**config.mk**
```make
export PLATFORM = sky130hd
export DESIGN_NAME = ext_mem_arbiter
export DESIGN_NICKNAME = d
export VERILOG_FILES = /design/src/rtl/ext_mem_arbiter.sv
export SDC_FILE = /design/constraint.sdc
export NUM_CORES = 1
export LEC_CHECK = 0
export CORE_UTILIZATION = 35
export DETAILED_ROUTE_END_ITERATION = 6
export PLACE_DENSITY = 0.77
export SYNTH_ARGS = -nofsm -noshare
export SYNTH_HDL_FRONTEND = slang
export SYNTH_SLANG_ARGS = --single-unit
```
**constraint.sdc**
```tcl
create_clock -name clk -period 5.11 [get_ports clk]
set_input_delay 1.533 -clock clk [delete_from_list [all_inputs] [get_ports clk]]
set_output_delay 1.533 -clock clk [all_outputs]
set_load 0.05 [all_outputs]
```
**src/rtl/ext_mem_arbiter.sv**
```systemverilog
// Two-port arbiter for one external memory with a ready handshake and a per-phase timeout.
// Define ARB_ROUND_ROBIN_EN for alternating grants on contention; otherwise port 0 always wins.
module ext_mem_arbiter #(
    parameter int data_width    = 16,
    parameter int address_width = 16,
    parameter int TIMEOUT       = 15
) (
    input  logic                     clk,
    input  logic                     rst,
    input  logic                     req0,
    input  logic                     req1,
    input  logic                     read0,
    input  logic                     read1,
    input  logic [address_width-1:0] addr0,
    input  logic [address_width-1:0] addr1,
    input  logic [data_width-1:0]    wdata0,
    input  logic [data_width-1:0]    wdata1,
    output logic [data_width-1:0]    rdata,
    output logic                     ack0,
    output logic                     ack1,
    output logic                     err,
    output logic                     cs_ext_mem,
    output logic                     read,
    output logic [address_width-1:0] address,
    output logic [data_width-1:0]    mem_wdata,
    output logic                     mem_oe,
    input  logic [data_width-1:0]    mem_rdata,
    input  logic                     ready_ext_mem,
    output logic [1:0]               state_dbg
);

    // Handshake: a port holds req until it sees its one-cycle ack; the memory is
    // selected by cs_ext_mem, drops ready_ext_mem to accept, and raises it to complete.

    localparam int CW = ($clog2(TIMEOUT + 1) > 4) ? $clog2(TIMEOUT + 1) : 4;

    typedef enum logic [1:0] {
        IDLE  = 2'd0,
        ISSUE = 2'd1,
        WAIT  = 2'd2,
        DONE  = 2'd3
    } state_t;

    state_t                   state_q, state_d;
    logic [CW-1:0]            cnt_q, cnt_d;
    logic                     grant_q, grant_d;
    logic                     cs_q, cs_d;
    logic                     read_q, read_d;
    logic [address_width-1:0] addr_q, addr_d;
    logic [data_width-1:0]    wdata_q, wdata_d;
    logic                     oe_q, oe_d;
    logic [data_width-1:0]    rdata_q, rdata_d;
    logic                     ack0_q, ack0_d;
    logic                     ack1_q, ack1_d;
    logic                     err_q, err_d;
    logic                     win;
    logic                     timeout_hit;

`ifdef ARB_ROUND_ROBIN_EN
    logic last_q, last_d;

    // On contention the port that was not granted last wins.
    always_comb begin
        if (req0 && req1) win = ~last_q;
        else              win = req1 & ~req0;
    end
`else
    always_comb win = ~req0;
`endif

    assign timeout_hit = (cnt_q == CW'(TIMEOUT - 1));

    always_comb begin
        state_d = state_q;
        cnt_d   = cnt_q;
        grant_d = grant_q;
        cs_d    = cs_q;
        read_d  = read_q;
        addr_d  = addr_q;
        wdata_d = wdata_q;
        rdata_d = rdata_q;
        ack0_d  = 1'b0;
        ack1_d  = 1'b0;
        err_d   = 1'b0;
`ifdef ARB_ROUND_ROBIN_EN
        last_d  = last_q;
`endif
        case (state_q)
            IDLE: begin
                if (req0 || req1) begin
                    grant_d = win;
                    read_d  = win ? read1  : read0;
                    addr_d  = win ? addr1  : addr0;
                    wdata_d = win ? wdata1 : wdata0;
                    cs_d    = 1'b1;
                    cnt_d   = '0;
                    state_d = ISSUE;
`ifdef ARB_ROUND_ROBIN_EN
                    last_d  = win;
`endif
                end
            end
            ISSUE: begin
                if (!ready_ext_mem) begin
                    cnt_d   = '0;
                    state_d = WAIT;
                end else if (timeout_hit) begin
                    cs_d    = 1'b0;
                    err_d   = 1'b1;
                    ack0_d  = ~grant_q;
                    ack1_d  = grant_q;
                    cnt_d   = '0;
                    state_d = DONE;
                end else begin
                    cnt_d   = cnt_q + 1'b1;
                end
            end
            WAIT: begin
                if (ready_ext_mem) begin
                    if (read_q) rdata_d = mem_rdata;
                    cs_d    = 1'b0;
                    ack0_d  = ~grant_q;
                    ack1_d  = grant_q;
                    cnt_d   = '0;
                    state_d = DONE;
                end else if (timeout_hit) begin
                    cs_d    = 1'b0;
                    err_d   = 1'b1;
                    ack0_d  = ~grant_q;
                    ack1_d  = grant_q;
                    cnt_d   = '0;
                    state_d = DONE;
                end else begin
                    cnt_d   = cnt_q + 1'b1;
                end
            end
            DONE: begin
                cnt_d   = '0;
                state_d = IDLE;
            end
            default: begin
                cs_d    = 1'b0;
                cnt_d   = '0;
                state_d = IDLE;
            end
        endcase
        // The data bus is driven only during a selected write.
        oe_d = cs_d & ~read_d;
    end

    always_ff @(posedge clk or posedge rst) begin
        if (rst) begin
            state_q <= IDLE;
            cnt_q   <= '0;
            grant_q <= 1'b0;
            cs_q    <= 1'b0;
            read_q  <= 1'b1;
            addr_q  <= '0;
            wdata_q <= '0;
            oe_q    <= 1'b0;
            rdata_q <= '0;
            ack0_q  <= 1'b0;
            ack1_q  <= 1'b0;
            err_q   <= 1'b0;
`ifdef ARB_ROUND_ROBIN_EN
            last_q  <= 1'b1;
`endif
        end else begin
            state_q <= state_d;
            cnt_q   <= cnt_d;
            grant_q <= grant_d;
            cs_q    <= cs_d;
            read_q  <= read_d;
            addr_q  <= addr_d;
            wdata_q <= wdata_d;
            oe_q    <= oe_d;
            rdata_q <= rdata_d;
            ack0_q  <= ack0_d;
            ack1_q  <= ack1_d;
            err_q   <= err_d;
`ifdef ARB_ROUND_ROBIN_EN
            last_q  <= last_d;
`endif
        end
    end

    assign cs_ext_mem = cs_q;
    assign read       = read_q;
    assign address    = addr_q;
    assign mem_wdata  = wdata_q;
    assign mem_oe     = oe_q;
    assign rdata      = rdata_q;
    assign ack0       = ack0_q;
    assign ack1       = ack1_q;
    assign err        = err_q;
    assign state_dbg  = state_q;

endmodule

```
==> results.toml <==
[synth]
syn-cell-area_mm2 = 0.00287
synth_edf_count = 0
synth_top_area_share_pct = 52.3
ys_types = 39
syn-num-nets = 341
synth_area_leader_cell = "dfrtp_1"
synthTopCellsByArea = "dfrtp_1, mux2i_1, o21ai_0"
syn-instance-count = 248
synth_flop_cell = "dfrtp_1"
avgSynthCellArea_um2 = 11.6
yosysSeqAreaShare_pct = 53.2
async_flop_share_pct = 100
ys.warnings.count = 0
ys_seq_elements = 61

[routing]
wire_per_inst_um = 13.8
drc = 0
wirelength_um = 6860
drt_first_pass_iters = 4
vias_per_cell = 4.68
via_count = 2331
ant_nets = 0
drt_iter0_markers = 78

[worst_setup_path]
cp_max_fo = 48
startpoint = "req1"
crit_path_end_kind = "flip-flop"
r2r_cells = 5
worstPathArrival_ps = 3440
crit_type = "in2reg"
crit_path_start_kind = "input pin"
r2r-start = "state_dbg[0]$_DFFE_PP0P_"
required_ps = 5300

[clock_tree]
hold_buffers = 0
cts_max_path_buffers = 2
cts_max_level = 3
clk_latency_ps = 320
post-cts-setup-buffer-count = 0
clk_pin_slew_ps = 70
ctsRootBufferMaster = "clkbuf_8"
cts_made_buffers = 9
cts.sinks = 61
cts_tree = "built"
cts_resized = 0

[floorplanning]
placementRows = 32
die-width_um = 92.6
io-pin-count = 143
die_area_mm2 = 0.00857
initial_core_util_pct = 36.6
core_mm2 = 0.00785
die_h_um = 92.6

[power]
power_density_mw_per_mm2 = 554
total_leakage_power_nw = 2.05
ir_drop_mv = 0.331

[timing]
rsz0062_at_grt = "false"
slew_violations = 0
timing.final.crit_share_pct = 63.7
fmax_mhz = 307
hold_slack_ps = 435
hold_viol_final = 0
setup_violations = 0
skew_ps = 6.45
setup-tns-final_ps = 0
worst_slew_pin_slew_ps = 970
maxSlewHeadroom_pct = 35.1
period_needed_ps = 3250

[flow_run]
maxCapViolCount = 0

[finish]
diodes = 0
drive_above_1_share_pct = 10.6
fin_nets = 484
layout.cells.most_common_list = "clkdlybuf4s50_1, dfrtp_1, nand2_1"
layout_commonest_cell = "clkdlybuf4s50_1"
area_delta_synth_final_pct = 58.6

[hold_path]
min_path_type = "reg2reg"
hp-start = "grant_q$_DFFE_PP0P_"
hold_depth = 1

[grt]
grt_max_degree = 49
grt_pass1_wl_um = 11400
grt_overflow = 0
grt_pass1_vias = 2348
grt_usage_pct = 17.1
antenna_found_initial = 0

[placed_design]
io_buffers = 142
globalplace.congestion = 0.713
dp_hpwl_um = 5120

[outcome]
status = "finished, final reports clean"
state kept, by name (all words and copies together), names as in the netlist:
signal and count:
mem_oe 1, state_dbg 2, address 16, ack0 1
read 1, cnt_q 4, mem_wdata 16, ack1 1
err 1, rdata 16, cs_ext_mem 1, grant_q 1
kinds of logic (layout without fill, tap and decap cells):
group                    after synthesis  after routing  synth area share [%]
flip-flops                            61             61                  53.2
AND/OR/NAND/NOR                       59             59                  9.93
AO/OA/AOI/OAI                         53             53                  11.1
multiplexers                          48             48                  18.7
buffers and inverters                 21            169                  4.44
adder cells (fa/ha/maj)                6              6                  2.61
stage by stage:
step	worst slack (ps)	instances	power (mW)	cell area [µm²]	util (%)
3_5_place_dp	1550	482	2.09	4350	55.4
3_3_place_gp	1620	482	2.06	4350	55.4
4_1_cts	1830	498	2.55	4560	58.1
2_1_floorplan	2070	248	1.63	2870	-
5_1_grt	1650	498	2.67	4560	58.1
6_report	1860	498	2.52	4560	58.1
cell type report:
type,instances,area [µm²]
flip-flops and latches,61,1530
fillers,665,3290
well taps,102,128
clock buffers,11,131
clock inverters,5,75.1
multi-input cells,166,1220
inverters,8,30.0
repair buffers,145,1440
worst max-delay path: stages:
cell	delay, ps
clkdlybuf4s50_1	560
o21ai_4	830
buf_4	360
o21ai_0	140
power breakdown:
| group | internal (mW) | switching [mW] |
|---|---|---|
| Clock | 0.272 | 0.173 |
| Sequential | 0.653 | 0.104 |
| Combinational | 0.459 | 0.861 |
worst paths after layout:
path                                                   to  slack, ps
worst max-delay path            mem_wdata[11]$_DFFE_PP0P_       1860
worst min-delay path                       ack0$_DFF_PP0_        440
worst max register to register  mem_wdata[11]$_DFFE_PP0P_       3120
worst min register to register             ack0$_DFF_PP0_        440
max in group asynchronous                  read$_DFF_PP1_       2630
min in group asynchronous        mem_wdata[6]$_DFFE_PP0P_       1600
per-layer routing:
| layer | wire [µm] | vias up | GRT usage (%) |
|---|---|---|---|
| li1 | - | 1149 | - |
| met1 | 2940 | 1075 | 22.5 |
| met5 | 0 | - | 0 |
| met4 | 78 | 0 | 5.86 |
| met3 | 527 | 7 | 4.93 |
| met2 | 3320 | 100 | 26.8 |
cells in the mapped netlist, types with 4 or more instances:
master,n
mux2_2,6
nor2_1,7
o21ai_0,36
inv_1,8
buf_4,4
mux2_4,10
buf_6,4
nand2_1,38
dfrtp_1,60
ha_1,6
mux2i_1,32
Note: power is estimated with default switching activity, not from simulation.
